--- src/rtl/burst_driver.sv ---
// Burst initiator: clear pulse, len enable pulses with optional gaps, then timed wait for g_in; first x_out 2 cycles after start.
// Define BURST_DRIVER_PULSE_COUNT_EN to add the 'sent' pulse-count output; start is ignored while busy.
module burst_driver #(
   parameter int WIDTH   = 4,
   parameter int GAP     = 0,
   parameter int TIMEOUT = 8
) (
   input  logic             clk,
   input  logic             reset,
   input  logic             start,
   input  logic [WIDTH-1:0] len,
   output logic             s_out,
   output logic             x_out,
   input  logic             g_in,
   output logic             busy,
   output logic             done,
   output logic             err
`ifdef BURST_DRIVER_PULSE_COUNT_EN
   ,
   output logic [WIDTH-1:0] sent
`endif
);

   localparam int MAXC = (GAP > TIMEOUT) ? GAP : TIMEOUT;
   localparam int CW   = $clog2(MAXC + 1);
   localparam logic [CW-1:0] GAP_LAST = CW'((GAP == 0) ? 0 : GAP - 1);
   localparam logic [CW-1:0] TO_LAST  = CW'(TIMEOUT - 1);

   typedef enum logic [2:0] {
      S_IDLE, S_CLEAR, S_DRIVE, S_GAP, S_WAIT, S_DONE, S_ERR
   } state_t;

   state_t           state_q;
   logic [WIDTH-1:0] rem_q;
   logic [CW-1:0]    cnt_q;   // shared by GAP spacing and WAIT timeout
`ifdef BURST_DRIVER_PULSE_COUNT_EN
   logic [WIDTH-1:0] sent_q;
   assign sent = sent_q;
`endif

   always_ff @(posedge clk) begin
      if (reset) begin
         state_q <= S_IDLE;
         rem_q   <= '0;
         cnt_q   <= '0;
         s_out   <= 1'b0;
         x_out   <= 1'b0;
         busy    <= 1'b0;
         done    <= 1'b0;
         err     <= 1'b0;
`ifdef BURST_DRIVER_PULSE_COUNT_EN
         sent_q  <= '0;
`endif
      end else begin
         // Outputs are the registered decode of the state being entered.
         s_out <= 1'b0;
         x_out <= 1'b0;
         done  <= 1'b0;
         err   <= 1'b0;
         case (state_q)
            S_IDLE: begin
               if (start) begin
                  state_q <= S_CLEAR;
                  rem_q   <= len;
                  s_out   <= 1'b1;
                  busy    <= 1'b1;
`ifdef BURST_DRIVER_PULSE_COUNT_EN
                  sent_q  <= '0;
`endif
               end
            end
            S_CLEAR: begin
               cnt_q <= '0;
               if (rem_q != '0) begin
                  state_q <= S_DRIVE;
                  x_out   <= 1'b1;
               end else begin
                  state_q <= S_WAIT;
               end
            end
            S_DRIVE: begin
               rem_q <= rem_q - WIDTH'(1);
               cnt_q <= '0;
`ifdef BURST_DRIVER_PULSE_COUNT_EN
               sent_q <= sent_q + WIDTH'(1);
`endif
               if (g_in) begin
                  state_q <= S_ERR;
                  err     <= 1'b1;
               end else if (rem_q == WIDTH'(1)) begin
                  state_q <= S_WAIT;
               end else if (GAP > 0) begin
                  state_q <= S_GAP;
               end else begin
                  x_out <= 1'b1;
               end
            end
            S_GAP: begin
               if (g_in) begin
                  state_q <= S_ERR;
                  err     <= 1'b1;
               end else if (cnt_q == GAP_LAST) begin
                  state_q <= S_DRIVE;
                  x_out   <= 1'b1;
               end else begin
                  cnt_q <= cnt_q + CW'(1);
               end
            end
            S_WAIT: begin
               // g_in is checked first so it wins on the expiry cycle
               if (g_in) begin
                  state_q <= S_DONE;
                  done    <= 1'b1;
               end else if (cnt_q == TO_LAST) begin
                  state_q <= S_ERR;
                  err     <= 1'b1;
               end else begin
                  cnt_q <= cnt_q + CW'(1);
               end
            end
            S_DONE, S_ERR: begin
               state_q <= S_IDLE;
               busy    <= 1'b0;
            end
            default: begin
               state_q <= S_IDLE;
               busy    <= 1'b0;
            end
         endcase
      end
   end

endmodule

--- config.mk ---
export PLATFORM = sky130hd
export DESIGN_NAME = burst_driver
export DESIGN_NICKNAME = d
export VERILOG_FILES = /design/src/rtl/burst_driver.sv
export SDC_FILE = /design/constraint.sdc
export NUM_CORES = 1
export LEC_CHECK = 0
export CAP_MARGIN = 20
export CORE_UTILIZATION = 29
export CTS_CLUSTER_SIZE = 40
export DETAILED_ROUTE_END_ITERATION = 16
export SYNTH_ARGS = -nofsm -noshare
export SYNTH_HDL_FRONTEND = slang
export SYNTH_SLANG_ARGS = --single-unit
--- constraint.sdc ---
create_clock -name clk -period 2.3 [get_ports clk]
set_clock_uncertainty 0.1 [all_clocks]
set_input_delay 0.46 -clock clk [delete_from_list [all_inputs] [get_ports clk]]
set_output_delay 0.46 -clock clk [all_outputs]
set_load 0.1 [all_outputs]
# Word-level counts from Yosys, hierarchy flattened
# Index checks and enable logic that the tools add are counted.
[op_classes]
bitwise = 3
add_sub_neg = 2
n_mux = 29
n_eq_ne = 14
n_reduce_logical = 14
[op_table]
columns = ["cell", "count"]
rows = [
  ["2-to-1 mux 3 bit", 8],
  ["2-to-1 mux 4 bit", 5],
  ["one-hot mux 3 bit (5 select lines)", 1],
  ["one-hot mux 4 bit (3 select lines)", 1],
  ["2-to-1 mux 1 bit", 10],
  ["inequality test 2 bit, second input constant", 5],
  ["inequality test 3 bit, second input constant", 3],
  ["one-hot mux 4 bit (2 select lines)", 1],
  ["OR reduction 2 bit", 4],
  ["equality test 3 x 2 -> 1 bit, second input constant", 2],
  ["AND reduction 5 bit", 1],
  ["adder 4 x 1 -> 4 bit, second input constant", 1],
  ["equality test 4 x 1 -> 1 bit, second input constant", 1],
  ["equality test 4 x 3 -> 1 bit, second input constant", 1],
  ["logical NOT 4 bit", 1],
  ["one-hot mux 1 bit (2 select lines)", 2],
  ["AND reduction 2 bit", 2],
  ["AND reduction 4 bit", 1],
  ["nonzero test 4 bit", 1],
  ["OR reduction 4 bit", 1],
  ["subtractor 4 x 1 -> 4 bit, second input constant", 1],
  ["equality test 3 x 1 -> 1 bit, second input constant", 1],
  ["equality test 3 bit, second input constant", 1],
  ["logical NOT 3 bit", 1],
  ["other kinds (4)", 6],
]
[totals]
out_inout_bits = 5
word_cells = 70
in_bits = 8
register_bits = 16

# Depth between registers and ports, before layout
[depth]
depth_word = 4
mapped_depth = 6
mapped_depth_nobuf = 6

# Worst setup path after synthesis
# Ideal clock, no wire load.
[synth_path]
kind = "flip-flop to flip-flop"
start = "register cnt_q[0]"
end = "register cnt_q[3]"
n_path_buf = 0
setup_ps = 62
period_less_slack_ps = 1914
path_slack_ps = 386
path_stages_with_launch = 7
arrival_ps = 1752
required_ps = 2138
path_cell_list = "dfxtp_1 inv_1 ha_1 or3b_4 a32o_2 or4b_1 nand3_1"
[synth_via]
elab_chain_len = 4
elab_cells_between_ends = 11
classes_between = "add/sub (1); eq/ne (3); mux (5); reduce/logical (2)"
[synth_lines]
columns = ["element", "line_no", "text"]
rows = [
  ["from (decl)", "35", "logic [CW-1:0] cnt_q;"],
  ["from (signal assigned)", "106", "cnt_q <= cnt_q + CW'(1);"],
  ["from (signal assigned)", "118", "cnt_q <= cnt_q + CW'(1);"],
  ["adder 4 x 1 -> 4 bit", "106, 118", ""],
  ["2-to-1 mux 4 bit (on tied branches)", "114, 102", ""],
  ["2-to-1 mux 4 bit (on tied branches)", "111, 99", ""],
  ["one-hot mux 4 bit (3 select lines)", "60", "case (state_q)"],
]
# Parallel ways exist; a longest one is shown, timed or not. The select of a mux whose other input is x is not followed.
# A chain may end at the register's enable or synchronous reset.

# Final worst setup path
# Same ends and word-level chain as after synthesis.

==> reports/summary.txt <==
f_max: 486 MHz
compound-gate portion of the synthesized area: 22.5%
First-pass DRT Iterations: 4
post-synth top area share: 32.4%
Sink Count: 16
PwrDens: 981 nW/um2
htree depth: 1
Worst VDD drop: 285 uV
routability cong.: 0.852
Least-Margin Pin Slew: 0.530 ns
Critical Path RT: 2.46 ns
Die Wd: 60.4 um
status: completed
CTS Hold Buffers Added: 0
WP buf/inv: 1
IO Port Bufs: 12
total of max-cap violations: 0
Post-Syn Nets: 135
dpl hpwl: 1.61 mm
Rel. slew slack: 64.2%
CTS tree: yes
drt via density: 5.23
Fillers: 334
multiplexer area fraction after synthesis: 1.14%
Post-synth EDFFs: 0
crit start category: flop
final hold vios: 0
CP delay by family, top: simple AND/OR/NAND/NOR gates
total CTS buffers: 3
Psw: 0.523 mW
core area: 3150 um2
first-pass GRT wire length: 3.67 mm
largest net degree at the start of global routing: 18
Clk pwr share: 17.2%
Post-Synth Adder-Cell Area: 5.06%
post-synth top area cell: dfxtp_1
crit path capture type: flop
Final min period: 2.06 ns
remaining antenna violation count: 0
Reg power frac: 33.9%
setup TNS: 0 ns
Critical Path Fanout Max: 6
DRC: 0
setup slack after placement: 0.159 ns
setup slack after layout: 0.240 ns
area grow syn2layout: 21.0%
Post-CTS Setup Repair Bufs: 0
die height: 60.4 um
post-synthesis cell count: 123
sequential area share after synthesis: 32.4%
CTS max path bufs: 2
Setup Viol. Count Final: 0
Pint: 0.650 mW
row count: 20
simple-gate share of the synthesized area: 31.6%
Synth cell types: 43
async set-reset flop share out of synthesis: 0%
Final #Nets: 149
Top FF cell, synth: dfxtp_1
IO Count: 13
clk_lat worst skew: 0.31 ns
grt ovf: 0
main combinational cell family by area after synthesis: simple AND/OR/NAND/NOR gates
CTS resizes: 0
Max Slew Vio Count: 0
critical path arrival: 2.22 ns
DR iter-0 viols: 28
Leakage: 0.437 nW
GRT Util Overall: 14.0%
mean post-synth cell area: 8.04 um2
vias: 942
Final period util: 89.6%
share of cells above drive strength 1: 16.2%
CP peak stage delay: 0.50 ns
initial antenna violation count: 0
area of the mapped netlist: 988 um2
Multi-input gate area: 606 um2
Die Area: 3650 um2
xor-xnor portion of the synthesized cell area: 0.886%
Comb power frac: 48.9%
slowest CP cell: or4b_1
final WL: 2.23 mm
initial core utilization: 31.3%
post-DR wirelength/cell: 12.4 um
ANT cells: 0
worst-path cell chain: inv_1, ha_1, or3b_4, a32o_2, or4b_1, nand3_1
Setup CP Type: reg2reg
root buffer cell: clkbuf_4
Sequential Area: 320 um2
min-delay worst type: reg2reg
Sw Share: 44.6%
vias in the first global route: 808
#FFs+latches synth: 16
RSZ-0062 raised after global routing: false
synth top area cells: dfxtp_1, ha_1, a21oi_1, nor2_1, nor3_1
Synth Warn #: 0
clock-pin slew on the worst setup and hold paths: 0.11 ns
[Yosys cell counts (3+ instances only)]
library cell / n
a21oi_1: 8
a31oi_1: 3
clkbuf_1: 6
dfxtp_1: 16
ha_1: 4
inv_1: 7
nand2_1: 6
nand3_1: 5
nor2_1: 10
nor2b_1: 3
nor3_1: 7
nor4b_1: 3
o21ai_0: 5
o31ai_1: 3
[path summary, 6_finish.rpt]
kind,start,endpoint,slack (ns),depth (start not counted)
max,cnt_q[0]$_SDFFE_PP0P_,cnt_q[3]$_SDFFE_PP0P_,0.24,6
min,rem_q[1]$_SDFFE_PP0P_,rem_q[1]$_SDFFE_PP0P_,0.39,2
min reg2reg,rem_q[1]$_SDFFE_PP0P_,rem_q[1]$_SDFFE_PP0P_,0.39,2
max reg2reg,cnt_q[0]$_SDFFE_PP0P_,cnt_q[3]$_SDFFE_PP0P_,0.24,6
[routing by layer]
metal	wire length, um	track usage [%]	up-vias
li1	-	-	482
met3	71	1.92	5
met4	70	9.97	0
met1	1090	18.5	438
met5	0	0	-
met2	993	20.9	17
[cell families (layout without fill, tap and decap cells)]
group | after synthesis | after routing
AOI/OAI and AO/OA | 33 | 33
xor gates and xnor gates | 1 | 1
adders and majority gates | 4 | 4
buffers and inverters | 16 | 29
DFF | 16 | 16
muxes | 1 | 1
and+or+nand+nor | 52 | 52
[worst reg2reg max path, delay by kind of cell (launching register included)]
kind                       cells  cell delay [ns]
and+or+nand+nor                3             0.98
DFF                            1             0.35
AOI/OAI and AO/OA              1             0.32
adders and majority gates      1             0.17
buffers and inverters          1             0.10
[state kept, by name, indices dropped and copies added (netlist names)]
register and count:
state_q 3, done 1, busy 1, err 1, rem_q 4, x_out 1, cnt_q 4, s_out 1
[final cells by class]
type | instances | area share, %
repair buffers | 18 | 12.8
inverters | 7 | 2.20
multi-input cells | 91 | 50.6
well taps | 44 | 4.60
clock buffers | 4 | 3.03
flip-flops and latches | 16 | 26.8
[per-stage QoR]
stage / instances / area [um2] / utilization, % / power, mW / hold slack [ns]
after CTS: 180 / 1200 / 37.9 / 1.18 / 0.393
after floorplan: 123 / 988 / - / 0.845 / 0.357
after global routing: 180 / 1200 / 37.9 / 1.26 / 0.421
final: 180 / 1200 / 37.9 / 1.17 / 0.389
after global placement: 176 / 1160 / 36.8 / 0.968 / 0.371
after detailed placement: 176 / 1160 / 36.8 / 0.975 / 0.380
[power by group through the flow]
stage	Sequential, mW	Combinational [mW]	Clock [mW]
3_5_place_dp	0.405	0.570	0
4_1_cts	0.398	0.572	0.207
2_1_floorplan	0.462	0.383	0
6_report	0.398	0.574	0.202
5_1_grt	0.408	0.633	0.218
3_3_place_gp	0.403	0.565	0
[cell usage in the layout, fill, tap and decap left out, types with 3 or more instances in the layout]
master           synthesis  final
clkbuf_4                 0      3
ha_1                     4      4
nor4b_1                  3      3
buf_4                    0     11
nor2_1                  10     10
dfxtp_1                 16     16
nor2b_1                  3      3
nor3_1                   7      7
inv_1                    7      7
a31oi_1                  3      3
nand2_1                  6      6
o21ai_0                  5      5
o31ai_1                  3      3
clkdlybuf4s50_1          0      7
a21oi_1                  8      8
nand3_1                  5      5
(Power assumes the default switching activity.)
